**config.mk**
```make
export PLATFORM = sky130hd
export DESIGN_NAME = slow_clk_monitor
export DESIGN_NICKNAME = d
export VERILOG_FILES = /design/src/rtl/slow_clk_mon_pkg.sv /design/src/rtl/bit_sync_2ff.sv /design/src/rtl/slow_clk_monitor.sv
export SDC_FILE = /design/constraint.sdc
export NUM_CORES = 1
export LEC_CHECK = 0
export ABC_AREA = 0
export BUFFER_PORTS_ARGS = -buffer_cell sky130_fd_sc_hd__buf_2
export CORE_MARGIN = 5
export CORE_UTILIZATION = 35
export CTS_BUF_LIST = sky130_fd_sc_hd__clkbuf_4
export DETAILED_ROUTE_END_ITERATION = 12
export PLACE_DENSITY_LB_ADDON = 0.12
export SLEW_MARGIN = 20
export SYNTH_ARGS = -nofsm -noshare
export SYNTH_HDL_FRONTEND = slang
export SYNTH_SLANG_ARGS = --single-unit
export TNS_END_PERCENT = 30
```
**constraint.sdc**
```tcl
create_clock -name clk_in -period 6.05 [get_ports clk_in]
set_input_delay 0.605 -clock clk_in [delete_from_list [all_inputs] [get_ports clk_in]]
set_output_delay 0.605 -clock clk_in [all_outputs]
set_load 0.02 [all_outputs]
```
**src/rtl/slow_clk_mon_pkg.sv**
```systemverilog
// Shared definitions for the slow-clock monitor: FSM state encoding,
// default timing constants and the tolerance helper.
package slow_clk_mon_pkg;

    // Monitor FSM states
    typedef enum logic [1:0] {
        IDLE    = 2'd0,
        ACQUIRE = 2'd1,
        LOCKED  = 2'd2,
        STALLED = 2'd3
    } mon_state_e;

    localparam int DEF_CNT_W       = 8;
    localparam int DEF_EXP_HALF    = 10;
    localparam int DEF_TOL         = 1;
    localparam int DEF_LOCK_EDGES  = 4;
    localparam int DEF_STALL_LIMIT = 40;

    // True when a measured half-period lies inside exp_half +/- tol
    function automatic logic in_tol(input int meas, input int exp_half, input int tol);
        return (meas >= exp_half - tol) && (meas <= exp_half + tol);
    endfunction

endpackage

```
**src/rtl/bit_sync_2ff.sv**
```systemverilog
// Two-flop synchroniser bringing a single asynchronous bit into the
// clk_i domain. Both stages clear on the asynchronous reset.
module bit_sync_2ff (
    input  logic clk_i,
    input  logic rst_i,
    input  logic d_i,
    output logic q_o
);

    logic s1_q;
    logic s2_q;

    // Capture the asynchronous input, then re-time it once more
    always_ff @(posedge clk_i or posedge rst_i) begin
        if (rst_i) begin
            s1_q <= 1'b0;
            s2_q <= 1'b0;
        end else begin
            s1_q <= d_i;
            s2_q <= s1_q;
        end
    end

    assign q_o = s2_q;

endmodule

```
**src/rtl/slow_clk_monitor.sv**
```systemverilog
// Slow-clock monitor: synchronises slow_clk into clk_in, emits rise/fall
// ticks, measures every half-period and tracks lock/stall with a small FSM.
// Optional feature macro: SLOW_CLK_MON_ERRCNT_EN enables the saturating
// error-event counter on err_count; without it err_count is constant zero.
module slow_clk_monitor
    import slow_clk_mon_pkg::*;
#(
    parameter int CNT_W       = DEF_CNT_W,
    parameter int EXP_HALF    = DEF_EXP_HALF,
    parameter int TOL         = DEF_TOL,
    parameter int LOCK_EDGES  = DEF_LOCK_EDGES,
    parameter int STALL_LIMIT = DEF_STALL_LIMIT
) (
    input  logic             clk_in,
    input  logic             reset,
    input  logic             slow_clk,
    output logic             rise_tick,
    output logic             fall_tick,
    output logic [CNT_W-1:0] half_period,
    output logic             period_valid,
    output logic             lock,
    output logic             stall,
    output logic [7:0]       err_count
);

    localparam int               GOOD_W    = $clog2(LOCK_EDGES + 1);
    localparam logic [CNT_W-1:0] CNT_MAX   = '1;
    localparam logic [CNT_W:0]   STALL_CMP = (CNT_W + 1)'(STALL_LIMIT);
    localparam logic [CNT_W:0]   ONE_W     = (CNT_W + 1)'(1);

    // Synchronised slow clock (s2) and one extra stage (s3) for edge detect
    logic s2;
    logic s3_q;

    bit_sync_2ff u_sync (
        .clk_i (clk_in),
        .rst_i (reset),
        .d_i   (slow_clk),
        .q_o   (s2)
    );

    logic edge_det;
    logic rise_det;
    logic fall_det;

    assign edge_det = s2 ^ s3_q;
    assign rise_det = edge_det & s2;
    assign fall_det = edge_det & ~s2;

    // Half-period counter; cnt_plus keeps a carry bit so the stall
    // comparison is exact and saturation is easy to detect.
    logic [CNT_W-1:0] cnt_q;
    logic [CNT_W:0]   cnt_plus;
    logic [CNT_W-1:0] meas;
    logic             stall_hit;
    logic             meas_ok;

    assign cnt_plus  = {1'b0, cnt_q} + ONE_W;
    assign meas      = cnt_plus[CNT_W] ? CNT_MAX : cnt_plus[CNT_W-1:0];
    assign stall_hit = !edge_det && (cnt_plus == STALL_CMP);
    assign meas_ok   = in_tol(int'(meas), EXP_HALF, TOL);

    mon_state_e        state_q, state_d;
    logic [GOOD_W-1:0] good_q, good_d;
    logic              upd_d;

    logic             rise_q;
    logic             fall_q;
    logic             pv_q;
    logic [CNT_W-1:0] half_q;
    logic             lock_q;
    logic             stall_q;

    // Next-state logic: an edge always takes priority over the stall timeout
    always_comb begin
        state_d = state_q;
        good_d  = good_q;
        upd_d   = 1'b0;
        case (state_q)
            IDLE: begin
                if (edge_det) begin
                    state_d = ACQUIRE;
                end else if (stall_hit) begin
                    state_d = STALLED;
                end
            end
            ACQUIRE: begin
                if (edge_det) begin
                    upd_d = 1'b1;
                    if (meas_ok) begin
                        good_d = good_q + GOOD_W'(1);
                        if (good_q == GOOD_W'(LOCK_EDGES - 1)) begin
                            state_d = LOCKED;
                        end
                    end else begin
                        good_d = '0;
                    end
                end else if (stall_hit) begin
                    state_d = STALLED;
                end
            end
            LOCKED: begin
                if (edge_det) begin
                    upd_d = 1'b1;
                    if (!meas_ok) begin
                        good_d  = '0;
                        state_d = ACQUIRE;
                    end
                end else if (stall_hit) begin
                    state_d = STALLED;
                end
            end
            STALLED: begin
                if (edge_det) begin
                    good_d  = '0;
                    state_d = ACQUIRE;
                end
            end
            default: begin
                state_d = IDLE;
                good_d  = '0;
            end
        endcase
    end

    // FSM state, good-measurement count and the half-period counter
    always_ff @(posedge clk_in or posedge reset) begin
        if (reset) begin
            state_q <= IDLE;
            good_q  <= '0;
            cnt_q   <= '0;
            s3_q    <= 1'b0;
        end else begin
            state_q <= state_d;
            good_q  <= good_d;
            cnt_q   <= edge_det ? '0 : meas;
            s3_q    <= s2;
        end
    end

    // Registered outputs, all aligned to the cycle after the detected edge
    always_ff @(posedge clk_in or posedge reset) begin
        if (reset) begin
            rise_q  <= 1'b0;
            fall_q  <= 1'b0;
            pv_q    <= 1'b0;
            half_q  <= '0;
            lock_q  <= 1'b0;
            stall_q <= 1'b0;
        end else begin
            rise_q  <= rise_det;
            fall_q  <= fall_det;
            pv_q    <= upd_d;
            if (upd_d) begin
                half_q <= meas;
            end
            lock_q  <= (state_d == LOCKED);
            stall_q <= (state_d == STALLED);
        end
    end

    assign rise_tick    = rise_q;
    assign fall_tick    = fall_q;
    assign period_valid = pv_q;
    assign half_period  = half_q;
    assign lock         = lock_q;
    assign stall        = stall_q;

`ifdef SLOW_CLK_MON_ERRCNT_EN
    // Error event: out-of-tolerance measurement or entry into STALLED
    logic       err_ev;
    logic [7:0] err_q;

    assign err_ev = (upd_d && !meas_ok) || (stall_hit && (state_q != STALLED));

    // Saturating error counter, cleared only by reset
    always_ff @(posedge clk_in or posedge reset) begin
        if (reset) begin
            err_q <= 8'd0;
        end else if (err_ev && (err_q != 8'hFF)) begin
            err_q <= err_q + 8'd1;
        end
    end

    assign err_count = err_q;
`else
    assign err_count = 8'd0;
`endif

endmodule
```
==> flow_summary.json, run 1 <==
{
  "rr_endpoint": "stall$_DFF_PP0_",
  "worstSetupPathType": "flop to flop",
  "fillCellCount": 451,
  "cts_resized": 0,
  "p_clk_frac": 0.226,
  "ctsRootBufferMaster": "clkbuf_4",
  "ys_ff_latch": 29,
  "holdWs_ps": 257,
  "dieWidth_um": 76.8,
  "slew_viol_final": 0,
  "min_period_over_period": 0.427,
  "grt_use_total": 0.116,
  "dp_hpwl_um": 2400,
  "yosysMostFrequentCell": "dfrtp_1",
  "place.gp.congestion": 0.852,
  "synth-seq-area-share": 0.465,
  "synthFlopType": "dfrtp_1",
  "io_buffers": 15,
  "p_total_uw": 490,
  "intPower_uw": 307,
  "grt_start_max_net_pins": 20,
  "num_io_pins": 24,
  "clk_latency_ps": 320,
  "p_leak_uw": 0.000806,
  "cts_setup_buffers": 0,
  "rsz0062_at_grt": "no",
  "core_area_um2": 4350,
  "cts.clk_slew.worst_paths_ps": 100,
  "drc": 0,
  "tns_ps": 0,
  "cap_viol_max_count": 0,
  "vias": 1174,
  "antenna_found_initial": 0,
  "stdcell_area_um2": 1710,
  "n_antenna_cell": 0,
  "synthArstFlopShare": 1.00,
  "drt-initial-drc-count": 97,
  "layout.nets": 184,
  "dr.pass1.iters": 5,
  "syn_area_um2": 1560,
  "drive_gt1_frac": 0.203,
  "clockBufferDepth": 2,
  "worstPathRequired_ps": 6280,
  "setup_viol": 0,
  "netlist_instances": 152,
  "yosysWarnings": 0,
  "start_kind": "flop",
  "end_kind": "flop",
  "rr_worst_depth": 8,
  "switching_share": 0.373,
  "placementRows": 24,
  "syn_to_final_growth_pct": 9.46,
  "wire_per_inst_um": 14.7,
  "reg2reg_from": "cnt_q[0]$_DFF_PP0_",
  "worstPathArrival_ps": 2810,
  "synthDistinctLibCells": 49,
  "irDropWorstVdd_mv": 0.110,
  "grt_first_pass_wirelength_um": 5540,
  "hold_viol": 0,
  "p_seq_frac": 0.477,
  "grt_pass1_vias": 1179,
  "crit_fanout": 9,
  "worst_clock_skew_ps": 6.73,
  "synth.area.top_cells": "dfrtp_1, ha_1, buf_4, nand2_1, inv_1",
  "fin_crit_ps": 2580,
  "globalRoute.totalOverflow": 0,
  "area.sequential_um2": 726,
  "max_freq_mhz": 387,
  "cts_max_level": 2,
  "placed_cell_area_um2": 1660,
  "routed_wl_um": 3290,
  "endpoint": "stall$_DFF_PP0_",
  "fin_cells": 224,
  "cts.sinks": 29,
  "hold_path.class": "input pin to async pin",
  "power_density_nw_per_um2": 287,
  "syn_avg_cell_area_um2": 10.3,
  "placed_cells": 216,
  "synth_edf_count": 0,
  "chipHeight_um": 76.8,
  "cts_tree": "built",
  "multi_input_area_um2": 743,
  "synth_largest_area_cell": "dfrtp_1",
  "synth_top_area_share": 0.465,
  "ctsHoldBuffers": 0,
  "synthTopCellsByCount": "dfrtp_1, nand2_1, ha_1, inv_1, nor2_1",
  "numCtsBuffers": 5,
  "p_comb_frac": 0.297,
  "r2r_slack_ps": 3470,
  "drtAntennaViolNets": 0,
  "viasPerCell": 5.24,
  "critPathLaunch": "cnt_q[0]$_DFF_PP0_",
  "switching_power_uw": 183,
  "outcome": "complete, no violations",
  "die_area_um2": 5890,
  "initial_utilization": 0.358
}
## layout by cell type (no fill, tap or decap), drive strengths merged, types with 3 or more instances in the layout
cell,instances
clkbuf,5
nor3,5
a21oi,7
dfrtp,29
ha,10
buf,16
nand2,18
and4,3
clkinv,4
inv,10
o21ai,7
conb,8
nand3,3
o31ai,6
nor2,11
a31oi,3
## logic make-up after synthesis
logic type / count (synthesis) / synth area share
compound gates: 37 / 0.187
xor+xnor: 2 / 0.0112
fa+ha+maj: 10 / 0.0802
buf+inv: 22 / 0.0754
flops: 29 / 0.465
other cells: 1 / 0.00240
simple gates: 51 / 0.179
## power groups by stage
| stage | combinational, µW | sequential, µW | clock (µW) |
|---|---|---|---|
| 2_1_floorplan | 94.6 | 253 | 0 |
| 5_1_grt | 159 | 238 | 122 |
| 3_5_place_dp | 147 | 238 | 0 |
| 6_report | 146 | 234 | 111 |
| 4_1_cts | 147 | 234 | 116 |
| 3_3_place_gp | 144 | 238 | 0 |
## worst max-delay path, cell delays in order (launching register included)
cell and delay, ps:
dfrtp_1 480, ha_1 350, and4_4 240, a21oi_1 340, o22ai_4 170, o41ai_2 370, a2bb2oi_1 100, a211o_1 270
and2_1 160
## layer usage
| metal | routed length (µm) | track usage | up-vias | part of all wire |
|---|---|---|---|---|
| li1 | - | - | 564 | - |
| met1 | 1410 | 0.137 | 568 | 0.43 |
| met2 | 1660 | 0.197 | 34 | 0.51 |
| met3 | 156 | 0.0328 | 8 | 0.047 |
| met4 | 59 | 0.0472 | 0 | 0.018 |
| met5 | 0 | 0 | - | 0 |
## final cells by class
type                       instances  share of cell area
tap                               52              0.0381
sequential                        29               0.425
multi-input combinational        108               0.435
clock inverter                     3             0.00733
timing repair buffer              16              0.0484
inverter                          11              0.0242
clock buffer                       5              0.0220
## worst min path at each step
| stage | startpoint | end | slack, ps |
|---|---|---|---|
| final | reset | lock$_DFF_PP0_ | 260 |
| after global routing | reset | stall$_DFF_PP0_ | 310 |
| after CTS | reset | cnt_q[6]$_DFF_PP0_ | 280 |
| after detailed placement | u_sync.s1_q$_DFF_PP0_ | u_sync.q_o$_DFF_PP0_ | 350 |
| after global placement | u_sync.s1_q$_DFF_PP0_ | u_sync.q_o$_DFF_PP0_ | 330 |
| after floorplan | u_sync.s1_q$_DFF_PP0_ | u_sync.q_o$_DFF_PP0_ | 330 |
## registers in the layout (all words and copies together) (netlist names)
name          cells
u_sync.s1_q       1
s3_q              1
period_valid      1
fall_tick         1
cnt_q             8
half_period       8
stall             1
good_q            3
lock              1
state_q           2
rise_tick         1
u_sync.q_o        1
## per-stage QoR
step                      setup WS [ps]   util
after floorplan                    3700      -
after global placement             3570  0.381
after detailed placement           3510  0.381
after CTS                          3480  0.392
after global routing               3290  0.392
final                              3470  0.392
No activity file was read; power rests on OpenSTA's default activity.
==> run 2, diff against run 1 <==
==> constraint.sdc (replaced) <==
create_clock -name clk_in -period 2.3 [get_ports clk_in]
set_input_delay 0.23 -clock clk_in [delete_from_list [all_inputs] [get_ports clk_in]]
set_output_delay 0.23 -clock clk_in [all_outputs]
set_load 0.02 [all_outputs]
==> flow_summary.json, run 2 (synthesized netlist as in run 1, its figures left out) <==
{
  "p_leak_uw": 0.000858,
  "grt_use_total": 0.128,
  "start_kind": "flop",
  "path_cells": "ha_4 -> and4_4 -> and4_4 -> o22ai_4 -> o41ai_2 -> a2bb2oi_2 -> a211o_1 -> a221oi_2",
  "drtAntennaViolNets": 0,
  "relSlewSlack": 0.633,
  "max_freq_mhz": 448,
  "p_total_uw": 1360,
  "irDropWorstVdd_mv": 0.249,
  "worstPathRequired_ps": 2540,
  "clockBufferDepth": 2,
  "ctsRootBufferMaster": "clkbuf_4",
  "wire_per_inst_um": 15.6,
  "layout.nets": 194,
  "grt_start_max_net_pins": 17,
  "chipHeight_um": 76.8,
  "dr.pass1.iters": 4,
  "num_io_pins": 24,
  "holdWs_ps": 357,
  "fin_cells": 234,
  "hold_path.class": "flop to flop",
  "viasPerCell": 5.29,
  "cts.clk_slew.worst_paths_ps": 100,
  "final_common_cell": "dfrtp_1",
  "slew_viol_final": 0,
  "routed_wl_um": 3640,
  "min_period_over_period": 0.970,
  "syn_to_final_growth_pct": 20.6,
  "initial_utilization": 0.358,
  "cts.sinks": 29,
  "p_clk_frac": 0.212,
  "worst_clock_skew_ps": 16.1,
  "placementRows": 24,
  "cts_max_level": 2,
  "dieWidth_um": 76.8,
  "outcome": "complete, no violations",
  "drc": 0,
  "grt_pass1_vias": 1261,
  "critPathBufInv": 0,
  "drt-initial-drc-count": 121,
  "placed_cells": 223,
  "place.gp.congestion": 0.925,
  "setup_viol": 0,
  "worstPathArrival_ps": 2470,
  "multi_input_area_um2": 826,
  "p_comb_frac": 0.336,
  "vias": 1238,
  "globalRoute.totalOverflow": 0,
  "cp_top_family": "compound AO/OA/AOI/OAI gates",
  "end_kind": "flop",
  "n_antenna_cell": 0,
  "hold_viol": 0,
  "core_area_um2": 4350,
  "drive_gt1_frac": 0.302,
  "slowest_delay_ps": 430,
  "worstSetupPathType": "flop to flop",
  "clk_latency_ps": 330,
  "final_cell_mix": "dfrtp_1, nand2_1, buf_2",
  "fin_crit_ps": 2230,
  "intPower_uw": 851,
  "p_seq_frac": 0.452,
  "antenna_found_initial": 0,
  "dr_wl_met2_um": 1880,
  "wl_met1_um": 1480,
  "fillCellCount": 420,
  "switching_power_uw": 506,
  "area.sequential_um2": 729,
  "numCtsBuffers": 5,
  "switching_share": 0.373,
  "crit_top_cell": "and4_4",
  "top_layer": "met4",
  "dr_wl_met3_um": 220,
  "crit_fanout": 7,
  "die_area_um2": 5890,
  "dp_hpwl_um": 2670,
  "power_density_nw_per_um2": 721,
  "tightest_slew_ps": 550,
  "io_buffers": 15,
  "cts_tree": "built",
  "rsz0062_at_grt": "yes",
  "cap_viol_max_count": 0,
  "cp_slowest_cell": "dfrtp_1",
  "grt_first_pass_wirelength_um": 6060
}
-- run 2: worst paths after layout --
| kind | startpoint | end | slack, ps | cells past startpoint |
|---|---|---|---|---|
| max | cnt_q[1]$_DFF_PP0_ | lock$_DFF_PP0_ | 70 | 8 |
| min | u_sync.s1_q$_DFF_PP0_ | u_sync.q_o$_DFF_PP0_ | 360 | 0 |
| max reg2reg | cnt_q[1]$_DFF_PP0_ | lock$_DFF_PP0_ | 70 | 8 |
| min reg2reg | u_sync.s1_q$_DFF_PP0_ | u_sync.q_o$_DFF_PP0_ | 360 | 0 |
| max in group asynchronous | reset | cnt_q[3]$_DFF_PP0_ | 1180 | 4 |
| min in group asynchronous | reset | lock$_DFF_PP0_ | 490 | 3 |
-- run 2: layout make-up --
cell class | count | share of cell area
inverter | 11 | 0.0219
clock buffer | 5 | 0.0199
timing repair buffer | 26 | 0.0904
clock inverter | 3 | 0.00665
sequential | 29 | 0.388
tap | 52 | 0.0346
multi-input combinational | 108 | 0.439
-- run 2: power by group through the flow --
stage,Combinational [µW],Clock (µW),Sequential [µW]
2_1_floorplan,249,0,667
4_1_cts,435,306,609
6_report,456,288,613
5_1_grt,500,323,622
3_5_place_dp,426,0,618
3_3_place_gp,417,0,616
-- run 2: through the flow --
stage | setup TNS, ps | setup WS, ps | area (µm²) | util
final | 0 | 69.4 | 1880 | 0.432
after CTS | 0 | 10.7 | 1800 | 0.414
after detailed placement | -36.2 | -19.7 | 1720 | 0.394
after global routing | -1.23 | -1.23 | 1880 | 0.432
after global placement | 0 | 74.9 | 1720 | 0.394
after floorplan | 0 | 39.2 | 1590 | -
-- run 2: per-layer routing --
| layer | track usage | vias up |
|---|---|---|
| met5 | 0 | - |
| met4 | 0.0490 | 0 |
| met3 | 0.0386 | 6 |
| met2 | 0.216 | 37 |
| met1 | 0.151 | 608 |
| li1 | - | 587 |
-- run 2: worst register-to-register path, delay by kind of cell, from the launching register on --
family          cells  cell delay (ps)
flops               1              430
simple gates        2              540
compound gates      5              940
fa+ha+maj           1              220
-- run 2: repair_timing --
action | CTS | global route
endpoints found under the setup margin | 2 | 3
gates resized for setup | 2 | 15
endpoints found under the hold margin | 14 | 0
hold buffers | 2 | 0
pin swaps | 1 | 8
buffers inserted | 0 | 1
==> run 3, diff against run 2 <==
--- a/config.mk
+++ b/config.mk
@@ -11,8 +11,8 @@
 export CORE_UTILIZATION = 35
 export CTS_BUF_LIST = sky130_fd_sc_hd__clkbuf_4
 export DETAILED_ROUTE_END_ITERATION = 12
+export MAX_ROUTING_LAYER = met4
 export PLACE_DENSITY_LB_ADDON = 0.12
-export SLEW_MARGIN = 20
 export SYNTH_ARGS = -nofsm -noshare
 export SYNTH_HDL_FRONTEND = slang
 export SYNTH_SLANG_ARGS = --single-unit
==> constraint.sdc (replaced) <==
create_clock -name clk_in -period 1.9 [get_ports clk_in]
set_input_delay 0.19 -clock clk_in [delete_from_list [all_inputs] [get_ports clk_in]]
set_output_delay 0.19 -clock clk_in [all_outputs]
set_load 0.02 [all_outputs]
==> flow_summary.json, run 3 (synthesized netlist as in run 1, its figures left out) <==
{
  "slew_viol_final": 0,
  "end_kind": "flop",
  "io_buffers": 15,
  "worstPathArrival_ps": 2460,
  "placed_cell_area_um2": 1930,
  "layout.nets": 217,
  "tns_ps": -1630,
  "drt-initial-drc-count": 86,
  "met2_usage": 0.221,
  "hp-start": "u_sync.s1_q$_DFF_PP0_",
  "viasPerCell": 4.92,
  "syn_to_final_growth_pct": 29.8,
  "place.gp.congestion": 0.887,
  "cap_viol_max_count": 0,
  "area.sequential_um2": 729,
  "die_area_um2": 5890,
  "drive_gt1_frac": 0.376,
  "core_area_um2": 4350,
  "p_seq_frac": 0.442,
  "antenna_found_initial": 0,
  "max_freq_mhz": 451,
  "rsz0062_at_grt": "yes",
  "grt.busiest_layer": "met2",
  "stdcell_area_um2": 2030,
  "worstHoldEndpoint": "u_sync.q_o$_DFF_PP0_",
  "dr.pass1.iters": 4,
  "grt_pass1_vias": 1272,
  "setup_viol": 7,
  "cts_tree": "built",
  "n_antenna_cell": 0,
  "placementRows": 24,
  "worstPathRequired_ps": 2140,
  "placed_cells": 246,
  "wire_per_inst_um": 14.3,
  "intPower_uw": 1060,
  "rr_endpoint": "lock$_DFF_PP0_",
  "clockBufferDepth": 2,
  "power_density_nw_per_um2": 831,
  "dp_hpwl_um": 2800,
  "hold_viol": 0,
  "multi_input_area_um2": 800,
  "chipHeight_um": 76.8,
  "rr_worst_depth": 7,
  "p_total_uw": 1680,
  "start_kind": "flop",
  "reg2reg_from": "cnt_q[3]$_DFF_PP0_",
  "routed_wl_um": 3660,
  "num_io_pins": 24,
  "dieWidth_um": 76.8,
  "cts.clk_slew.worst_paths_ps": 110,
  "hold_depth": 0,
  "outcome": "finished, violations left",
  "path_cells": "nand4_1 -> nor4_4 -> o22ai_2 -> o41ai_2 -> a2bb2oi_1 -> a211o_1 -> a221oi_2",
  "drc": 0,
  "p_leak_uw": 0.000965,
  "initial_utilization": 0.358,
  "crit_fanout": 6,
  "grt_start_max_net_pins": 20,
  "use_met3": 0.0316,
  "ctsRootBufferMaster": "clkbuf_4",
  "fin_crit_ps": 2210,
  "final_common_cell": "buf_4",
  "final_cell_mix": "buf_4, dfrtp_1, nand2_1",
  "min_period_over_period": 1.17,
  "fin_cells": 257,
  "switching_share": 0.372,
  "vias": 1265,
  "switching_power_uw": 626,
  "grt_first_pass_wirelength_um": 6130,
  "worst_clock_skew_ps": 9.51,
  "worstSetupPathType": "flop to flop",
  "fillCellCount": 406,
  "use_met1": 0.157,
  "cts_max_level": 2,
  "hold_path.class": "flop to flop",
  "globalRoute.totalOverflow": 0,
  "cts.sinks": 29,
  "numCtsBuffers": 5,
  "final.setup.worst_slack_ps": -315,
  "drtAntennaViolNets": 0,
  "irDropWorstVdd_mv": 0.433,
  "grt_use_total": 0.134,
  "cp_slowest_cell": "dfrtp_1",
  "slowest_delay_ps": 460,
  "violations": "setup timing",
  "clk_latency_ps": 340,
  "final_util": 0.465,
  "p_clk_frac": 0.225,
  "p_comb_frac": 0.332,
  "r2r_slack_ps": -310
}
[run 3: cell type report]
cell class                 count  share of cell area
multi-input combinational    108               0.395
tap                           52              0.0321
clock inverter                 3             0.00865
inverter                      11              0.0204
timing repair buffer          49               0.166
clock buffer                   5              0.0185
sequential                    29               0.360
[run 3: worst max-delay path: cells and delay by family (launching register included)]
kind             cells  cell delay, ps
AO/OA/AOI/OAI        5            1120
flip-flops           1             460
AND/OR/NAND/NOR      2             550
[run 3: worst max path at each step]
stage | from | endpoint | slack (ps) | depth (start not counted)
2_1_floorplan | cnt_q[0]$_DFF_PP0_ | stall$_DFF_PP0_ | -130 | 8
3_3_place_gp | cnt_q[1]$_DFF_PP0_ | stall$_DFF_PP0_ | -260 | 8
3_5_place_dp | cnt_q[1]$_DFF_PP0_ | stall$_DFF_PP0_ | -260 | 7
4_1_cts | cnt_q[1]$_DFF_PP0_ | stall$_DFF_PP0_ | -310 | 7
5_1_grt | cnt_q[1]$_DFF_PP0_ | lock$_DFF_PP0_ | -440 | 8
6_report | cnt_q[3]$_DFF_PP0_ | lock$_DFF_PP0_ | -310 | 7
[run 3: repair_timing]
item                       in CTS  in global routing
resized for setup               2                  2
setup endpoints to repair       7                  7
hold buffers                    2                  0
hold endpoints to repair       11                  0
buffers inserted                0                  1
gates cloned                    0                  0
[run 3: metrics by stage]
stage,setup slack (ps),hold WS [ps]
finish,-315,357
global route,-441,376
CTS,-306,361
detailed placement,-259,202
global placement,-265,190
floorplan,-129,221
[run 3: layer usage]
| layer | vias up | routed length [µm] |
|---|---|---|
| met5 | - | 0 |
| met1 | 595 | 1570 |
| met3 | 6 | 164 |
| met4 | 0 | 47 |
| li1 | 627 | - |
| met2 | 37 | 1880 |
[run 3: power groups by stage]
stage	Combinational, µW	Sequential [µW]	Clock [µW]
5_1_grt	619	757	420
3_5_place_dp	553	759	0
3_3_place_gp	551	756	0
6_report	560	745	379
2_1_floorplan	310	812	0
4_1_cts	563	746	390
